<file path="src/rtl/mem_arbiter.sv">
// ---------------------------------------------------------------------------
// mem_arbiter
//
// Purpose: shares one data-memory port between a load FU and a store FU.
// One transaction is in flight at a time:
//   IDLE -> REQ (command driven, re-driven while memory rejects it)
//   REQ  -> WAIT (load accepted; wait for the data tag)
//   REQ/WAIT -> DRAIN (load squashed after memory accepted it; swallow data)
// Store transactions finish with an st_ack pulse when memory accepts them.
// Load transactions finish with an ld_ack pulse when the data tag returns.
//
// Handshake: a requester raises i_*_req with its packet stable and keeps it
// there until it sees its one-cycle o_*_ack; the arbiter samples requests in
// IDLE only, and the granted command appears on the bus the following cycle.
//
// Optional feature: define MEM_ARB_RR_EN for round-robin arbitration.
// Otherwise loads have fixed priority over stores.
//
// Ports:
//   i_clk, i_rst_n                   clock, async active-low reset
//   i_ld_req, i_ld_addr, i_ld_size   load FU request and packet
//   i_st_req, i_st_addr, i_st_data,
//   i_st_size                        store FU request and packet
//   i_squash                         pipeline flush (aborts loads only)
//   i_dmem2proc_response             tag of accepted command, 0 = rejected
//   i_dmem2proc_data/_tag            returning load data and its tag
//   o_proc2dmem_command/addr/data/size  memory command bus
//   o_ld_ack, o_ld_data              load completion pulse and data
//   o_st_ack                         store acceptance pulse
//   o_busy                           high whenever not IDLE
//   o_state                          current FSM state (debug)
// ---------------------------------------------------------------------------
module mem_arbiter #(
   parameter int TAG_W = 4,
   parameter int XLEN  = 32
) (
   input  logic             i_clk,
   input  logic             i_rst_n,
   input  logic             i_ld_req,
   input  logic [XLEN-1:0]  i_ld_addr,
   input  logic [1:0]       i_ld_size,
   input  logic             i_st_req,
   input  logic [XLEN-1:0]  i_st_addr,
   input  logic [XLEN-1:0]  i_st_data,
   input  logic [1:0]       i_st_size,
   input  logic             i_squash,
   input  logic [TAG_W-1:0] i_dmem2proc_response,
   input  logic [XLEN-1:0]  i_dmem2proc_data,
   input  logic [TAG_W-1:0] i_dmem2proc_tag,
   output logic [1:0]       o_proc2dmem_command,
   output logic [XLEN-1:0]  o_proc2dmem_addr,
   output logic [XLEN-1:0]  o_proc2dmem_data,
   output logic [1:0]       o_proc2dmem_size,
   output logic             o_ld_ack,
   output logic [XLEN-1:0]  o_ld_data,
   output logic             o_st_ack,
   output logic             o_busy,
   output logic [1:0]       o_state
);

   localparam logic [1:0] BUS_NONE  = 2'd0;
   localparam logic [1:0] BUS_LOAD  = 2'd1;
   localparam logic [1:0] BUS_STORE = 2'd2;

   typedef enum logic [1:0] {
      S_IDLE  = 2'd0,
      S_REQ   = 2'd1,
      S_WAIT  = 2'd2,
      S_DRAIN = 2'd3
   } state_t;

   state_t           r_state;
   state_t           w_next_state;
   logic [1:0]       r_cmd;
   logic [XLEN-1:0]  r_addr;
   logic [XLEN-1:0]  r_data;
   logic [1:0]       r_size;
   logic             r_is_load;
   logic [TAG_W-1:0] r_tag;
   logic [XLEN-1:0]  r_ld_data;
   logic             r_ld_ack;
   logic             r_st_ack;

   logic w_pick_ld;
   logic w_pick_st;
   logic w_grant_ld;
   logic w_grant_st;
   logic w_clear_cmd;
   logic w_save_tag;
   logic w_capture;
   logic w_ld_ack_nxt;
   logic w_st_ack_nxt;
   logic w_tag_hit;
   logic w_resp_ok;

   assign w_resp_ok = (i_dmem2proc_response != '0);
   // Saved tag is never 0 while a load is outstanding, so a 0 tag never hits.
   assign w_tag_hit = (i_dmem2proc_tag == r_tag) && (r_tag != '0);

`ifdef MEM_ARB_RR_EN
   // r_rr_st_pri: 1 when the store side wins a tie (load was granted last).
   logic r_rr_st_pri;

   assign w_pick_ld = i_ld_req && (!i_st_req || !r_rr_st_pri);
   assign w_pick_st = i_st_req && !w_pick_ld;

   always_ff @(posedge i_clk or negedge i_rst_n) begin
      if (!i_rst_n) begin
         r_rr_st_pri <= 1'b0;
      end else if (w_grant_ld) begin
         r_rr_st_pri <= 1'b1;
      end else if (w_grant_st) begin
         r_rr_st_pri <= 1'b0;
      end
   end
`else
   assign w_pick_ld = i_ld_req;
   assign w_pick_st = i_st_req && !i_ld_req;
`endif

   // Next-state and control decode.
   always_comb begin
      w_next_state = r_state;
      w_grant_ld   = 1'b0;
      w_grant_st   = 1'b0;
      w_clear_cmd  = 1'b0;
      w_save_tag   = 1'b0;
      w_capture    = 1'b0;
      w_ld_ack_nxt = 1'b0;
      w_st_ack_nxt = 1'b0;
      case (r_state)
         S_IDLE: begin
            // Squash is meaningless here: nothing is in flight.
            if (w_pick_ld) begin
               w_grant_ld   = 1'b1;
               w_next_state = S_REQ;
            end else if (w_pick_st) begin
               w_grant_st   = 1'b1;
               w_next_state = S_REQ;
            end
         end
         S_REQ: begin
            if (r_is_load && i_squash) begin
               w_clear_cmd = 1'b1;
               // Memory may have accepted in the squash cycle; its data
               // must still be swallowed so the tag is not left dangling.
               if (w_resp_ok) begin
                  w_save_tag   = 1'b1;
                  w_next_state = S_DRAIN;
               end else begin
                  w_next_state = S_IDLE;
               end
            end else if (w_resp_ok) begin
               w_clear_cmd = 1'b1;
               if (r_is_load) begin
                  w_save_tag   = 1'b1;
                  w_next_state = S_WAIT;
               end else begin
                  w_st_ack_nxt = 1'b1;
                  w_next_state = S_IDLE;
               end
            end
         end
         S_WAIT: begin
            if (i_squash) begin
               // Squash coinciding with the data: transaction is over, no ack.
               w_next_state = w_tag_hit ? S_IDLE : S_DRAIN;
            end else if (w_tag_hit) begin
               w_capture    = 1'b1;
               w_ld_ack_nxt = 1'b1;
               w_next_state = S_IDLE;
            end
         end
         S_DRAIN: begin
            if (w_tag_hit) begin
               w_next_state = S_IDLE;
            end
         end
         default: w_next_state = S_IDLE;
      endcase
   end

   always_ff @(posedge i_clk or negedge i_rst_n) begin
      if (!i_rst_n) begin
         r_state   <= S_IDLE;
         r_cmd     <= BUS_NONE;
         r_addr    <= '0;
         r_data    <= '0;
         r_size    <= '0;
         r_is_load <= 1'b0;
         r_tag     <= '0;
         r_ld_data <= '0;
         r_ld_ack  <= 1'b0;
         r_st_ack  <= 1'b0;
      end else begin
         r_state  <= w_next_state;
         r_ld_ack <= w_ld_ack_nxt;
         r_st_ack <= w_st_ack_nxt;
         if (w_grant_ld) begin
            r_cmd     <= BUS_LOAD;
            r_addr    <= i_ld_addr;
            r_data    <= '0;
            r_size    <= i_ld_size;
            r_is_load <= 1'b1;
         end else if (w_grant_st) begin
            r_cmd     <= BUS_STORE;
            r_addr    <= i_st_addr;
            r_data    <= i_st_data;
            r_size    <= i_st_size;
            r_is_load <= 1'b0;
         end else if (w_clear_cmd) begin
            r_cmd <= BUS_NONE;
         end
         if (w_save_tag) begin
            r_tag <= i_dmem2proc_response;
         end
         if (w_capture) begin
            r_ld_data <= i_dmem2proc_data;
         end
      end
   end

   // A squashed load leaves the bus in the very cycle squash is seen.
   assign o_proc2dmem_command = (r_state == S_REQ && r_is_load && i_squash) ? BUS_NONE : r_cmd;
   assign o_proc2dmem_addr    = r_addr;
   assign o_proc2dmem_data    = r_data;
   assign o_proc2dmem_size    = r_size;
   assign o_ld_ack            = r_ld_ack;
   assign o_ld_data           = r_ld_data;
   assign o_st_ack            = r_st_ack;
   assign o_busy              = (r_state != S_IDLE);
   assign o_state             = r_state;

endmodule

</file>
<file path="config.mk">
export PLATFORM = sky130hd
export DESIGN_NAME = mem_arbiter
export DESIGN_NICKNAME = d
export VERILOG_FILES = /design/src/rtl/mem_arbiter.sv
export SDC_FILE = /design/constraint.sdc
export NUM_CORES = 1
export LEC_CHECK = 0
export ABC_CLOCK_PERIOD_IN_PS = 2100
export BUFFER_PORTS_ARGS = -buffer_cell sky130_fd_sc_hd__buf_2
export CAP_MARGIN = 20
export CORE_MARGIN = 2
export CORE_UTILIZATION = 44
export DETAILED_ROUTE_END_ITERATION = 16
export PLACE_DENSITY_LB_ADDON = 0.2
export REMOVE_ABC_BUFFERS = 1
export SYNTH_ARGS = -nofsm -noshare
export SYNTH_HDL_FRONTEND = slang
export SYNTH_SLANG_ARGS = --single-unit
</file>
<file path="constraint.sdc">
create_clock -name i_clk -period 2.1 [get_ports i_clk]
set_clock_uncertainty 0.05 [all_clocks]
set_input_delay 0.21 -clock i_clk [delete_from_list [all_inputs] [get_ports i_clk]]
set_output_delay 0.21 -clock i_clk [all_outputs]
set_load 0.03 [all_outputs]
</file>
# After elaboration in Yosys (flattened, before gate mapping)

Cells that the tools add are included.
Widths: inputs -> output; s select.

Equal/unequal tests: 6
Muxes and demuxes: 41
Reductions and logical operators: 13

Operator list:

| kind               | number |
|---|---|
| $mux 32            | 4 |
| $mux 2             | 15 |
| $mux 1             | 21 |
| $pmux 2 s4         | 1 |
| $reduce_bool 4->1  | 2 |
| $ne 3x3->1 const B | 2 |
| $logic_and 1x1->1  | 5 |
| $eq 2x2->1 const B | 2 |
| $eq 4x4->1         | 1 |
| $reduce_bool 2->1  | 2 |
| $reduce_bool 3->1  | 1 |
| $eq 2x1->1 const B | 1 |
| $logic_not 2->1    | 1 |
| $reduce_and 2->1   | 1 |
| $logic_not 1->1    | 1 |

Register bits after elaboration: 109
Bits of input ports: 145
Output and inout port bits: 105
Logic and storage cells: 70

# Logic depth before layout (Yosys ltp)

Gate-level depths: netlist of the first run.

Word-level depth: 7
Mapped depth: 6
Depth with buffers taken out: 4

# Worst setup path before layout of the first run

No wires, ideal clock.

Path kind: register to register
Start: register r_tag[1]
End: register r_ld_data[10] (netlist: o_ld_data[10])
Setup time: 0.125 ns
Arrival time: 1.615 ns
Required time: 1.925 ns
Path slack: 0.310 ns
Stages on the path, launching flop included: 6
Path buffers: 1
Clock period less this slack: 1.790 ns
Cells stage by stage: dfrtp_1 > xnor2_1 > nand3_1 > nor4_4 > buf_6 > mux2_2

Cells in the longest elaborated chain, start to end: 5
Elaborated cells between the ends (all ways): 6
Classes of those cells: eq/ne (1); mux (3); reduce/logical (2)

Ends and longest elaborated chain:

| element                                         | line | RTL |
|---|---|---|
| start: declaration                              | 79   | `logic [TAG_W-1:0] r_tag;` |
| start signal: assignment                        | 215  | `r_tag <= i_dmem2proc_response;` |
| $eq 4x4->1 or $reduce_bool 4->1 (tied branches) | 98   | `assign w_tag_hit = (i_dmem2proc_tag == r_tag) && (r_tag != '0);` |
| $logic_and 1x1->1 (*)                           | 98   |  |
| $mux 1 (*)                                      | 168  | `end else if (w_tag_hit) begin` |
| $mux 1 (*)                                      | 165  | `if (i_squash) begin` |
| $mux 1 (*)                                      | 131  | `case (r_state)` |
| end signal: assignment                          | 218  | `r_ld_data <= i_dmem2proc_data;` |
| end: declaration                                | 80   | `logic [XLEN-1:0] r_ld_data;` |

Mark *: on every way between the ends. The rest lies on a longest branch, timed or not.
A chain may end at the register's enable or synchronous reset.

# Final worst setup path of the first run

Start: register r_state[0] (netlist: o_state[0])
End: output o_proc2dmem_command[0]

Cells in the longest elaborated chain, start to end: 4

Ends and longest elaborated chain:

| element                        | line | RTL |
|---|---|---|
| start: declaration             | 72   | `state_t r_state;` |
| start signal: assignment       | 196  | `r_state <= w_next_state;` |
| $eq 2x1->1                     | 224  | `assign o_proc2dmem_command = (r_state == S_REQ && r_is_load && i_squash) ? BUS_NONE : r_cmd;` |
| $logic_and 1x1->1 (2 in a row) | 224  |  |
| $mux 2                         | 224  |  |
| end: declaration               | 50   | `output logic [1:0] o_proc2dmem_command,` |

Every way passes these cells.

==> results.py, run 1 <==
metrics = {
    "die": {
        "io_pins": 250,
        "rows": 36,
        "start_util": 0.453,
        "die_h_um": 104,
        "die-width_um": 104,
        "core_mm2": 0.00973,
        "dieArea_mm2": 0.0108,
    },
    "detailed_routing": {
        "vias": 3597,
        "drt-initial-drc-count": 139,
        "totalWireLength_mm": 11.3,
        "first_pass_iters": 4,
        "route.met2.wl_mm": 5.77,
        "met3WireLength_um": 677,
        "vias_per_cell": 4.83,
        "drc": 0,
        "met1Wirelength_mm": 4.62,
        "routed.top_layer": "met4",
        "ant_nets": 0,
        "routedWlPerCell_um": 15.1,
    },
    "global_routing": {
        "grt_pass1_vias": 3580,
        "grt_max_degree": 67,
        "grt_antenna_before_repair": 0,
        "grt_pass1_wl_mm": 17.7,
        "grt_usage": 0.206,
        "grt-ovfl-total": 0,
    },
    "timing": {
        "final-setup-viol-count": 0,
        "final_max_slew_viol_count": 0,
        "min_period_over_period": 0.896,
        "rsz0062_at_grt": "false",
        "holdWs_ns": 0.0201,
        "tns_ns": 0,
        "fmax_mhz": 531,
        "min_period_ns": 1.88,
        "slew-limit-headroom": 0.347,
        "tightest_slew_ns": 0.975,
        "hold_violations": 0,
    },
    "setup_path": {
        "arrival_ns": 1.62,
        "critPathTopFamily": "simple AND/OR/NAND/NOR gates",
        "cpMaxStageDelayCell": "dfrtp_1",
        "crit_path_max_incr_delay_ns": 0.50,
        "critPathLaunchType": "flip-flop",
        "critPathBufInv": 1,
        "crit_required_ns": 1.84,
        "critPathKind": "flip-flop to output port",
        "crit_chain": "nor2b_1 > nand3_1 > and2_1 > buf_2",
        "setup.worst_path.end_class": "output port",
        "critical_path.max_fanout": 6,
    },
    "final_layout": {
        "syn_to_final_growth_pct": 42.4,
        "diodes": 0,
        "nets": 752,
        "drive_above_1_share": 0.513,
        "final_area_mm2": 0.00628,
        "utilization": 0.645,
        "final.fill_count": 781,
    },
    "power_and_ir_drop": {
        "cellLeakagePower_nw": 3.35,
        "p_clk_frac": 0.140,
        "power_switching_share": 0.451,
        "power.total_mw": 9.31,
        "pwr-share-comb": 0.480,
        "peakVddDrop_mv": 0.817,
        "seq_power_share": 0.379,
        "p_per_area_mw_per_mm2": 1480,
        "internal_power_mw": 5.11,
        "p_switching_mw": 4.20,
    },
    "logic_synthesis": {
        "ys_seq_area_frac": 0.619,
        "ys_ff_latch": 109,
        "synth_cell_types": 29,
        "synth_area_leaders": "dfrtp_1 (62%), mux2_2 (8.2%), mux2i_1 (7.7%)",
        "yosysTopAreaCellShare": 0.619,
        "syn_avg_cell_area_um2": 13.1,
        "synth_edf_count": 0,
        "synthCells": 336,
        "syn_area_mm2": 0.00441,
        "synth_top_area_cell": "dfrtp_1",
        "ys.flop_type": "dfrtp_1",
        "ys_warn_count": 0,
        "ys_async_sr_fraction": 1.00,
    },
    "clock_tree": {
        "cts_buffers": 9,
        "clkTransAtPathRegs_ns": 0.11,
        "clk_path_buf_depth": 2,
        "cts_sinks": 109,
        "tritoncts": "done",
        "ctsResizeCount": 0,
        "htree_levels": 3,
        "clk_root_buffer_cell": "clkbuf_8",
        "clock_latency_ns": 0.35,
    },
    "placed_design": {
        "place_congestion": 0.788,
        "numPortBuffers": 249,
        "placed_area_mm2": 0.00585,
        "dp_hpwl_mm": 8.25,
    },
    "hold_path": {
        "hp-class": "primary input to flip-flop",
    },
    "run": {
        "drv_cap": 0,
    },
    "outcome": {
        "status": "finished, final reports clean",
    },
}
==> layout by cell type, fill, tap and decap left out, types with 7 or more instances in the layout <==
cell type and instances:
buf_2 248, dfrtp_1 109, nand2_1 38, o21ai_0 35, mux2i_1 34, a22o_1 32
mux2_2 32, dlygate4sd3_1 22, clkbuf_8 9, buf_4 7
==> power groups by stage <==
stage	clock network [mW]	logic [mW]	registers (mW)
finish	1.30	4.47	3.53
global placement	0	4.38	3.53
detailed placement	0	4.48	3.56
CTS	1.35	4.51	3.53
global route	1.44	4.74	3.66
floorplan	0	1.25	5.29
==> state kept, by name, indices dropped and copies added, names as in the netlist <==
| register | count |
|---|---|
| o_ld_data | 32 |
| o_proc2dmem_addr | 32 |
| o_proc2dmem_data | 32 |
| r_tag | 4 |
| o_proc2dmem_size | 2 |
| o_state | 2 |
| r_cmd | 2 |
| o_ld_ack | 1 |
| o_st_ack | 1 |
| r_is_load | 1 |
==> cells in the mapped netlist (2+ instances only) <==
master / number
nand3_1: 2
nand2_1: 38
nor2_1: 4
buf_6: 3
mux2_1: 4
buf_2: 2
buf_1: 4
dfrtp_1: 109
nor2b_1: 2
xnor2_1: 4
mux2_2: 32
nand2b_1: 2
clkbuf_1: 9
buf_4: 3
and2_1: 3
a22o_1: 32
mux2i_1: 34
inv_1: 2
o21ai_0: 36
a31o_2: 2
==> what timing repair did <==
action / in CTS / in global routing
hold endpoints to repair: 76 / 2
hold buffers: 20 / 2
setup buffers: 0 / 0
==> final timing paths <==
kind	startpoint	endpoint	slack, ns	cells past startpoint
max	o_state[0]$_DFFE_PN0P_	o_proc2dmem_command[0]	0.22	4
min	i_st_data[26]	o_proc2dmem_data[26]$_DFFE_PN0P_	0.02	2
max reg2reg	r_tag[3]$_DFFE_PN0P_	o_ld_data[22]$_DFFE_PN0P_	0.23	5
min reg2reg	o_proc2dmem_addr[19]$_DFFE_PN0P_	o_proc2dmem_addr[19]$_DFFE_PN0P_	0.43	2
max in group asynchronous	i_rst_n	o_proc2dmem_addr[28]$_DFFE_PN0P_	1.12	3
min in group asynchronous	i_rst_n	o_ld_data[20]$_DFFE_PN0P_	0.22	2
==> cells by family (layout without fill, tap and decap cells) <==
group / after synthesis / in the layout / share of synthesized area
buffers and inverters: 23 / 299 / 0.0278
AO/OA/AOI/OAI: 75 / 75 / 0.119
AND/OR/NAND/NOR: 54 / 54 / 0.0556
multiplexers: 70 / 70 / 0.169
flip-flops: 109 / 109 / 0.619
XOR/XNOR: 5 / 5 / 0.00993
==> final cells by class <==
| class | count | area (um^2) | share of cell area |
|---|---|---|---|
| timing repair buffer | 281 | 1590 | 0.254 |
| tap | 133 | 166 | 0.0265 |
| sequential | 109 | 2730 | 0.435 |
| clock buffer | 9 | 124 | 0.0197 |
| inverter | 2 | 7.51 | 0.00120 |
| clock inverter | 7 | 83.8 | 0.0134 |
| multi-input combinational | 204 | 1570 | 0.251 |
==> routing by layer <==
| layer | vias to the layer above | global-route usage |
|---|---|---|
| met5 | - | 0 |
| met4 | 0 | 0.0637 |
| met3 | 17 | 0.0439 |
| met2 | 150 | 0.374 |
| met1 | 1699 | 0.246 |
| li1 | 1731 | - |
==> through the flow <==
stage,instances,worst slack [ns]
after floorplan,315,-3.75
after global placement,707,0.307
after detailed placement,707,0.255
after CTS,743,0.218
after global routing,745,0.0834
final,745,0.218
No activity file was read; power rests on OpenSTA's default activity.
==> inputs of run 2 (changes only) <==
--- a/config.mk
+++ b/config.mk
@@ -13,6 +13,7 @@
 export DETAILED_ROUTE_END_ITERATION = 16
 export PLACE_DENSITY_LB_ADDON = 0.2
 export REMOVE_ABC_BUFFERS = 1
+export SETUP_SLACK_MARGIN = 0.4
 export SYNTH_ARGS = -nofsm -noshare
 export SYNTH_HDL_FRONTEND = slang
 export SYNTH_SLANG_ARGS = --single-unit
==> constraint.sdc (replaced) <==
create_clock -name i_clk -period 2.1 [get_ports i_clk]
set_clock_uncertainty 0.05 [all_clocks]
set_input_delay 0.105 -clock i_clk [delete_from_list [all_inputs] [get_ports i_clk]]
set_output_delay 0.105 -clock i_clk [all_outputs]
set_load 0.03 [all_outputs]
==> results.py, run 2 (same netlist as run 1, synthesis figures left out) <==
metrics = {
    "timing": {
        "tns_ns": 0,
        "final_max_slew_viol_count": 0,
        "min_period_over_period": 0.919,
        "hold_violations": 0,
        "slew-limit-headroom": 0.579,
        "rsz0062_at_grt": "true",
        "fmax_mhz": 518,
        "final-setup-viol-count": 0,
        "min_period_ns": 1.93,
        "tightest_slew_ns": 0.630,
    },
    "setup_path": {
        "arrival_ns": 2.12,
        "critPathLaunchType": "flip-flop",
        "critical_path.max_fanout": 8,
        "critPathKind": "flip-flop to flip-flop",
        "setup.worst_path.end_class": "flip-flop",
        "crit_required_ns": 2.29,
    },
    "clock_tree": {
        "htree_levels": 3,
        "cts_sinks": 109,
        "clock_latency_ns": 0.36,
        "clk_root_buffer_cell": "clkbuf_8",
        "clkTransAtPathRegs_ns": 0.10,
        "tritoncts": "done",
        "clk_path_buf_depth": 2,
        "cts_buffers": 9,
    },
    "die": {
        "dieArea_mm2": 0.0108,
        "die-width_um": 104,
        "core_mm2": 0.00973,
        "io_pins": 250,
        "rows": 36,
        "start_util": 0.453,
        "die_h_um": 104,
    },
    "global_routing": {
        "grt_pass1_vias": 4532,
        "grt_usage": 0.266,
        "grt_max_degree": 63,
        "grt_pass1_wl_mm": 22.8,
        "grt-ovfl-total": 0,
        "grt_antenna_before_repair": 1,
    },
    "outcome": {
        "status": "finished, final reports clean",
    },
    "placed_design": {
        "place_congestion": 0.764,
        "dp_hpwl_mm": 8.27,
        "numPortBuffers": 249,
        "dp.cells": 707,
    },
    "run": {
        "drv_cap": 0,
    },
    "hold_path": {
        "hp-class": "primary input to flip-flop",
    },
    "detailed_routing": {
        "first_pass_iters": 4,
        "ant_nets": 0,
        "vias": 4228,
        "routedWlPerCell_um": 18.0,
        "drc": 0,
        "totalWireLength_mm": 15.2,
        "vias_per_cell": 5.01,
        "drt-initial-drc-count": 182,
    },
    "final_layout": {
        "nets": 851,
        "syn_to_final_growth_pct": 70.1,
        "drive_above_1_share": 0.473,
        "final_cell_mix": "buf_2 (246), dlygate4sd3_1 (112), dfrtp_1 (108)",
        "final_common_cell": "buf_2",
        "diodes": 0,
        "stdcell_count": 844,
    },
    "power_and_ir_drop": {
        "peakVddDrop_mv": 0.841,
        "cellLeakagePower_nw": 3.86,
        "p_per_area_mw_per_mm2": 1320,
        "power.total_mw": 9.93,
    },
}
## run 2: changes by cell type in the layout (fill, tap and decap cells not counted), sizes merged
cell / before / now
buf: 259 / 266
clkbuf: 9 / 12
clkinvlp: 1 / 0
dlygate4sd3: 22 / 112
## run 2: stage by stage
step	hold WS, ns	area (um^2)	setup slack, ns	util
floorplan	-0.241	4290	-3.65	-
global placement	0.0103	5850	0.299	0.601
detailed placement	0.0142	5850	0.218	0.601
CTS	0.000304	7260	0.209	0.746
global route	0.0180	7500	0.0960	0.771
finish	0.00451	7500	0.171	0.771
## run 2: metal layers
metal / up-vias / part of all wire / GRT usage
met3: 58 / 0.061 / 0.0746
met4: 2 / 0.043 / 0.122
met1: 2033 / 0.38 / 0.302
li1: 1937 / - / -
met5: - / 0.00085 / 0
met2: 198 / 0.51 / 0.465
## run 2: power breakdown
| group | switching, mW | internal, mW | total (mW) | leakage [nW] |
|---|---|---|---|---|
| Combinational | 3.13 | 1.86 | 4.99 | 2.34 |
| Sequential | 0.588 | 3.03 | 3.62 | 1.42 |
| Clock | 0.732 | 0.596 | 1.33 | 0.107 |
| Total | 4.45 | 5.48 | 9.93 | 3.86 |
## run 2: worst paths after layout
check                                                startpoint                               to  slack [ns]  depth (start not counted)
worst max-delay path                       r_tag[3]$_DFFE_PN0P_         o_ld_data[9]$_DFFE_PN0P_        0.17                          6
worst min-delay path                               i_ld_addr[7]  o_proc2dmem_addr[7]$_DFFE_PN0P_       0.005                          3
worst max register to register             r_tag[3]$_DFFE_PN0P_         o_ld_data[9]$_DFFE_PN0P_        0.17                          6
worst min register to register  o_proc2dmem_addr[6]$_DFFE_PN0P_  o_proc2dmem_addr[6]$_DFFE_PN0P_        0.43                          2
max in group asynchronous                               i_rst_n           o_state[0]$_DFFE_PN0P_        1.15                          3
min in group asynchronous                               i_rst_n        o_ld_data[14]$_DFFE_PN0P_        0.15                          2
## run 2: area by class of cell
| class | count | area, um^2 |
|---|---|---|
| clock buffer | 10 | 138 |
| fill | 637 | 2230 |
| sequential | 109 | 2730 |
| timing repair buffer | 380 | 2650 |
| tap | 133 | 166 |
| clock inverter | 6 | 70.1 |
| inverter | 2 | 7.51 |
| multi-input combinational | 204 | 1730 |
## run 2: critical path: stages (launching register included)
cell,delay (ns)
dfrtp_1,0.44
xnor2_2,0.16
nand3_2,0.13
nor4_4,0.35
buf_6,0.20
buf_16,0.15
mux2_4,0.32
## run 2: timing repair
item / 4_1_cts / 5_1_grt
hold buffers: 112 / 0
setup buffers: 3 / 2
gates resized for setup: 4 / 46
setup endpoints to repair: 84 / 91
cloned: 2 / 2
pin swaps: 2 / 3
endpoints found under the hold margin: 121 / 0
